### config.mk
export PLATFORM = sky130hd
export DESIGN_NAME = seg_scan_decoder
export DESIGN_NICKNAME = d
export VERILOG_FILES = /design/src/rtl/seg_scan_decoder_pkg.sv /design/src/rtl/seg7_to_bcd.sv /design/src/rtl/seg_scan_decoder.sv
export SDC_FILE = /design/constraint.sdc
export NUM_CORES = 1
export LEC_CHECK = 0
export BUFFER_PORTS_ARGS = -buffer_cell sky130_fd_sc_hd__buf_2
export CAP_MARGIN = 10
export CORE_MARGIN = 8
export CORE_UTILIZATION = 40
export DETAILED_ROUTE_END_ITERATION = 6
export HOLD_SLACK_MARGIN = 0.08
export PLACE_DENSITY_LB_ADDON = 0.15
export SYNTH_ARGS = -nofsm -noshare
export SYNTH_HDL_FRONTEND = slang
export SYNTH_SLANG_ARGS = --single-unit
### constraint.sdc
create_clock -name clk -period 10.4 [get_ports clk]
set_clock_uncertainty 0.1 [all_clocks]
set_input_delay 0.52 -clock clk [delete_from_list [all_inputs] [get_ports clk]]
set_output_delay 0.52 -clock clk [all_outputs]
set_load 0.01 [all_outputs]
### src/rtl/seg_scan_decoder_pkg.sv
// Shared constants for the 4-digit multiplexed 7-segment display path.
// This package also holds the decode helpers used by the scan readback block.
package seg_scan_decoder_pkg;

  // Active-low segment patterns, bit order gfedcba.
  localparam logic [6:0] SEG_0 = 7'h40;
  localparam logic [6:0] SEG_1 = 7'h79;
  localparam logic [6:0] SEG_2 = 7'h24;
  localparam logic [6:0] SEG_3 = 7'h30;
  localparam logic [6:0] SEG_4 = 7'h19;
  localparam logic [6:0] SEG_5 = 7'h12;
  localparam logic [6:0] SEG_6 = 7'h02;
  localparam logic [6:0] SEG_7 = 7'h78;
  localparam logic [6:0] SEG_8 = 7'h00;
  localparam logic [6:0] SEG_9 = 7'h10;

  localparam logic [3:0] AN_DIG0 = 4'b1110;
  localparam logic [3:0] AN_DIG1 = 4'b1101;
  localparam logic [3:0] AN_DIG2 = 4'b1011;
  localparam logic [3:0] AN_DIG3 = 4'b0111;
  localparam logic [3:0] AN_OFF  = 4'b1111;

  typedef enum logic {COLLECT, CONV} state_t;

  typedef struct packed {
    logic       ok;
    logic [1:0] idx;
  } an_dec_t;

  // Maps a one-hot-low digit enable to its digit position.
  function automatic an_dec_t an_decode(input logic [3:0] an);
    an_dec_t r;
    r.ok  = 1'b1;
    r.idx = 2'd0;
    case (an)
      AN_DIG0: r.idx = 2'd0;
      AN_DIG1: r.idx = 2'd1;
      AN_DIG2: r.idx = 2'd2;
      AN_DIG3: r.idx = 2'd3;
      default: r.ok  = 1'b0;
    endcase
    return r;
  endfunction

endpackage

### src/rtl/seg7_to_bcd.sv
// Combinational 7-segment pattern to BCD digit decode.
// ok_o is low for any pattern outside the ten digit glyphs.
module seg7_to_bcd
  import seg_scan_decoder_pkg::*;
(
  input  logic [6:0] seg_i,
  output logic       ok_o,
  output logic [3:0] digit_o
);

  always_comb begin
    ok_o    = 1'b1;
    digit_o = 4'd0;
    case (seg_i)
      SEG_0:   digit_o = 4'd0;
      SEG_1:   digit_o = 4'd1;
      SEG_2:   digit_o = 4'd2;
      SEG_3:   digit_o = 4'd3;
      SEG_4:   digit_o = 4'd4;
      SEG_5:   digit_o = 4'd5;
      SEG_6:   digit_o = 4'd6;
      SEG_7:   digit_o = 4'd7;
      SEG_8:   digit_o = 4'd8;
      SEG_9:   digit_o = 4'd9;
      default: ok_o    = 1'b0;
    endcase
  end

endmodule

### src/rtl/seg_scan_decoder.sv
// Recovers the displayed value from the multiplexed seg/an bus: debounces each
// digit, sequences a 4-digit frame and converts BCD to binary by shift-add.
module seg_scan_decoder
  import seg_scan_decoder_pkg::*;
#(
  parameter int MIN_STABLE = 4,
  parameter int TIMEOUT    = 1024
) (
  input  logic        clk,
  input  logic        rst_n,
  input  logic [6:0]  seg,
  input  logic [3:0]  an,
  output logic [13:0] number,
  output logic [15:0] bcd,
  output logic        valid,
  output logic        frame_err,
  output logic        blank
);

  localparam int SCW = $clog2(MIN_STABLE + 1);
  localparam int TCW = $clog2(TIMEOUT);
  localparam logic [SCW-1:0] CAP_CNT = SCW'(MIN_STABLE - 1);
  localparam logic [SCW-1:0] SAT_CNT = SCW'(MIN_STABLE);
  localparam logic [TCW-1:0] TO_CNT  = TCW'(TIMEOUT - 1);

  logic [6:0]       seg_q;
  logic [3:0]       an_q;
  logic [SCW-1:0]   stab_q, stab_d;
  logic [TCW-1:0]   idle_q, idle_d;
  logic [1:0]       exp_q, exp_d;
  logic             sync_q, sync_d;
  logic [2:0][3:0]  dig_q, dig_d;
  logic [15:0]      conv_q, conv_d;
  logic [15:0]      snap_q, snap_d;
  logic             pend_q, pend_d;
  state_t           state_q, state_d;
  logic [1:0]       step_q, step_d;
  logic [13:0]      acc_q, acc_d;
  logic [13:0]      number_q, number_d;
  logic [15:0]      bcd_q, bcd_d;
  logic             valid_q, valid_d;
  logic             err_q, err_d;
  logic             blank_q, blank_d;

  logic             capture;
  logic             complete;
  logic             timeout;
  logic             seg_ok;
  logic [3:0]       seg_dig;
  an_dec_t          an_dec;
  logic [15:0]      frame_word;
  logic [3:0]       cur_dig;
  logic [13:0]      acc_step;

  seg7_to_bcd u_dec (
    .seg_i   (seg_q),
    .ok_o    (seg_ok),
    .digit_o (seg_dig)
  );

  assign an_dec = an_decode(an_q);

  // Saturating at MIN_STABLE makes the capture a single-cycle event per window.
  always_comb begin
    stab_d = stab_q;
    if (({an, seg} != {an_q, seg_q}) || (an == AN_OFF)) begin
      stab_d = '0;
    end else if (stab_q != SAT_CNT) begin
      stab_d = stab_q + 1'b1;
    end
  end

  assign capture = (stab_q == CAP_CNT);

  always_comb begin
    exp_d    = exp_q;
    sync_d   = sync_q;
    dig_d    = dig_q;
    err_d    = 1'b0;
    complete = 1'b0;
    timeout  = 1'b0;
    idle_d   = idle_q + 1'b1;
    if (capture) begin
      idle_d = '0;
      if (!an_dec.ok || !seg_ok) begin
        err_d = 1'b1;
        exp_d = 2'd0;
      end else if (an_dec.idx == exp_q) begin
        sync_d = 1'b1;
        exp_d  = an_dec.idx + 2'd1;
        case (an_dec.idx)
          2'd0:    dig_d[0] = seg_dig;
          2'd1:    dig_d[1] = seg_dig;
          2'd2:    dig_d[2] = seg_dig;
          default: complete = 1'b1;
        endcase
      end else begin
        // Before the first digit 0 is seen, out-of-order digits are expected noise.
        err_d = sync_q;
        if (an_dec.idx == 2'd0) begin
          dig_d[0] = seg_dig;
          exp_d    = 2'd1;
        end else begin
          exp_d = 2'd0;
        end
      end
    end else if (idle_q == TO_CNT) begin
      timeout = 1'b1;
      idle_d  = '0;
      exp_d   = 2'd0;
      sync_d  = 1'b0;
    end
  end

  assign frame_word = {seg_dig, dig_q[2], dig_q[1], dig_q[0]};
  assign cur_dig    = conv_q[{~step_q, 2'b00} +: 4];
  assign acc_step   = (acc_q << 3) + (acc_q << 1) + {10'd0, cur_dig};

  always_comb begin
    state_d  = state_q;
    step_d   = step_q;
    acc_d    = acc_q;
    conv_d   = conv_q;
    snap_d   = snap_q;
    pend_d   = pend_q;
    number_d = number_q;
    bcd_d    = bcd_q;
    valid_d  = 1'b0;
    blank_d  = blank_q;
    if (timeout) blank_d = 1'b1;
    case (state_q)
      COLLECT: begin
        if (complete) begin
          conv_d  = frame_word;
          acc_d   = '0;
          step_d  = 2'd0;
          state_d = CONV;
        end
      end
      default: begin
        acc_d  = acc_step;
        step_d = step_q + 2'd1;
        if (complete) begin
          snap_d = frame_word;
          pend_d = 1'b1;
        end
        if (step_q == 2'd3) begin
          number_d = acc_step;
          bcd_d    = conv_q;
          valid_d  = 1'b1;
          blank_d  = 1'b0;
          acc_d    = '0;
          if (complete) begin
            conv_d = frame_word;
            pend_d = 1'b0;
          end else if (pend_q) begin
            conv_d = snap_q;
            pend_d = 1'b0;
          end else begin
            state_d = COLLECT;
          end
        end
      end
    endcase
  end

  always_ff @(posedge clk or negedge rst_n) begin
    if (!rst_n) begin
      seg_q    <= 7'h7F;
      an_q     <= AN_OFF;
      stab_q   <= '0;
      idle_q   <= '0;
      exp_q    <= 2'd0;
      sync_q   <= 1'b0;
      pend_q   <= 1'b0;
      state_q  <= COLLECT;
      step_q   <= 2'd0;
      number_q <= '0;
      bcd_q    <= '0;
      valid_q  <= 1'b0;
      err_q    <= 1'b0;
      blank_q  <= 1'b1;
    end else begin
      seg_q    <= seg;
      an_q     <= an;
      stab_q   <= stab_d;
      idle_q   <= idle_d;
      exp_q    <= exp_d;
      sync_q   <= sync_d;
      pend_q   <= pend_d;
      state_q  <= state_d;
      step_q   <= step_d;
      number_q <= number_d;
      bcd_q    <= bcd_d;
      valid_q  <= valid_d;
      err_q    <= err_d;
      blank_q  <= blank_d;
    end
  end

  // Datapath storage is always overwritten before use, so it carries no reset.
  always_ff @(posedge clk) begin
    dig_q  <= dig_d;
    conv_q <= conv_d;
    snap_q <= snap_d;
    acc_q  <= acc_d;
  end

  assign number    = number_q;
  assign bcd       = bcd_q;
  assign valid     = valid_q;
  assign frame_err = err_q;
  assign blank     = blank_q;

endmodule

==> flow_summary.yaml <==
sta:
  worstMarginPinSlew_ns: 0.869
  hold_viol: 0
  max_freq_mhz: 279
  timing.final.crit_share: 0.344
  setup-tns-final_ns: 0
  rsz0062_at_grt: "no"
  slew_violations: 0
  setup_viol_count_final: 0
  setup_slack_ns: 6.82
  period_needed_ns: 3.58
  relSlewSlack: 0.420
run_status:
  outcome: "complete, no violations"
drt:
  ant_nets: 0
  wirelength_um: 10700
  viasPerCell: 5.02
  first_pass_iters: 4
  initialDrtViolationCount: 195
  vias: 3472
  drt_drc_violations_left: 0
  wire_per_inst_um: 15.4
worst_setup_path:
  arrival_ns: 3.63
  timing.rr.end: "acc_q[12]$_SDFFCE_PP0P_"
  cp_max_fo: 7
  required_ns: 10.45
  reg2reg_from: "step_q[0]$_DFFE_PN0P_"
  start_kind: "flip-flop"
  cp-end-kind: "flip-flop"
  reg2reg_depth: 10
  r2r_slack_ns: 6.82
  path_class: "reg -> reg"
power_and_ir_drop:
  power_mw: 1.05
  leakagePower_nw: 2.98
  powerDensity_mw_per_mm2: 156
  irDropWorstVdd_mv: 0.105
grt:
  antenna_found_initial: 0
  first_global_vias: 3494
  grt_pass1_wl_um: 17700
  grt_max_degree: 65
  grt_usage: 0.123
  grt-ovfl-total: 0
clock_network:
  clkTransAtPathRegs_ns: 0.06
  cts_resized: 0
  cts_setup_buffers: 0
  htree_levels: 4
  cts.sink_count: 121
  cts_buffers: 17
  cts_tree: "done"
  cts_buffer_depth: 2
  hold_buffers: 0
  clk_latency_ns: 0.41
  root_buffer: "clkbuf_16"
placement:
  dp_cells: 659
  gp_congestion: 0.814
  dpl.hpwl_um: 7740
  dp_slack_ns: 6.78
  port_buffers: 45
finish:
  n_antenna_cell: 0
  area_growth_pct: 15.8
  utilization: 0.468
  final_cells: 691
  drive_above_1_share: 0.282
  nets: 540
yosys:
  synthTopCellsByCount: "edfxtp_1, dfrtp_1, ha_1, nand2_1"
  synth_edf_count: 57
  syn-cell-area_sq_mm: 0.00580
  ys_seq_elements: 121
  synth_area_leaders: "edfxtp_1, dfrtp_1, ha_1, dfstp_2, mux2_2"
  synth_top_area_share: 0.295
  synth_flop_cell: "edfxtp_1"
  syn_nets: 487
  yosysSeqAreaShare: 0.574
  synth_async_sr_flop_share: 0.529
  syn_inst: 441
  yosysUniqueCellTypes: 65
  post-synth-top-count-cell: "edfxtp_1"
  synth_largest_area_cell: "edfxtp_1"
  avgSynthCellArea_sq_um: 13.2
  ys_warn_count: 0
min_path:
  whs_endpoint: "seg_q[0]$_DFF_PN1_"
  hp-class: "in -> reg"
  min-delay-start: "seg[0]"
  worstHoldPathCells: 1
die:
  num_rows: 44
  io_pins: 46
  start_util: 0.404
  die_w_um: 136
  core_sq_mm: 0.0144
  fp.dieArea_sq_mm: 0.0186
  fp.dieH_um: 136
flow_run:
  max_cap_violations: 0
through the flow:
stage,cell area (sq um),hold WS (ns)
floorplan,5800,0.124
global placement,6190,0.336
detailed placement,6190,0.339
CTS,6720,0.106
global route,6720,0.104
finish,6720,0.124
metal layers:
metal / vias to the layer above / track usage / share of wire
li1: 1715 / - / -
met1: 1686 / 0.156 / 0.48
met2: 64 / 0.187 / 0.46
met3: 7 / 0.0447 / 0.051
met4: 0 / 0.0458 / 0.0093
met5: - / 0 / 0
worst max-delay path by stage:
stage	slack [ns]	end	from	cells past startpoint
6_report	6.82	acc_q[12]$_SDFFCE_PP0P_	step_q[0]$_DFFE_PN0P_	10
5_1_grt	6.56	acc_q[11]$_SDFFCE_PP0P_	step_q[0]$_DFFE_PN0P_	11
4_1_cts	6.77	acc_q[12]$_SDFFCE_PP0P_	step_q[0]$_DFFE_PN0P_	10
3_5_place_dp	6.78	acc_q[12]$_SDFFCE_PP0P_	step_q[0]$_DFFE_PN0P_	10
3_3_place_gp	6.78	acc_q[12]$_SDFFCE_PP0P_	step_q[0]$_DFFE_PN0P_	10
2_1_floorplan	6.85	conv_q[0]$_DFFE_PP_	seg_q[1]$_DFF_PN1_	7
logic make-up after synthesis:
| kind of cell | Yosys count | share of synthesized area |
|---|---|---|
| xor gates and xnor gates | 32 | 0.0483 |
| AOI/OAI and AO/OA | 70 | 0.0839 |
| DFF | 121 | 0.574 |
| muxes | 41 | 0.0936 |
| and+or+nand+nor | 113 | 0.0998 |
| buffers and inverters | 31 | 0.0272 |
| adders and majority gates | 33 | 0.0737 |
critical path: stages (launching register included):
cell and delay [ns]:
dfrtp_1 0.52, mux4_2 0.55, ha_1 0.29, ha_1 0.25
fa_1 0.43, a211oi_1 0.25, nor2_1 0.09, o41ai_1 0.40
o21ai_0 0.20, xnor2_1 0.19, nor2_1 0.05
final cells by class:
class | instances | area (sq um)
clock buffer | 20 | 458
clock inverter | 12 | 77.6
fill | 1285 | 7650
inverter | 17 | 63.8
multi-input combinational | 289 | 2320
sequential | 121 | 3330
tap | 184 | 230
timing repair buffer | 48 | 248
cells in the final DEF (no fill, tap or decap), types with 3 or more instances in the layout:
master      synthesis  layout
inv_1              17      17
edfxtp_1           57      57
clkbuf_16           0      18
nor3_1              4       4
xnor2_1             7       7
and3_1             12      12
dfstp_2            12      12
xor2_1             25      25
clkinvlp_4          0       4
and2_1              3       3
nand2b_1            4       4
mux2_4             10      10
o21ai_0            21      21
a21o_1              4       4
nand3_1            11      11
a21oi_1            15      15
clkinv_2            0       6
dfrtp_1            52      52
nor2_1             26      26
nand4_1             3       3
mux4_2              4       4
ha_1               31      31
nand2_1            31      31
mux2_2             26      26
buf_4               2       3
buf_2               1      45
where the power goes:
| group | total, mW | internal [mW] | switching (mW) | leakage (nW) |
|---|---|---|---|---|
| Sequential | 0.508 | 0.503 | 0.00538 | 1.36 |
| Combinational | 0.0221 | 0.00886 | 0.0133 | 1.36 |
| Clock | 0.520 | 0.315 | 0.205 | 0.256 |
flip-flops by register name, indices dropped and copies added, names as in the netlist, 2 cells and up:
register,cells
acc_q,13
step_q,2
conv_q,16
number,14
seg_q,7
exp_q,2
idle_q,10
bcd,16
snap_q,16
an_q,4
dig_q,12
stab_q,3
No activity file was read; power rests on OpenSTA's default activity.
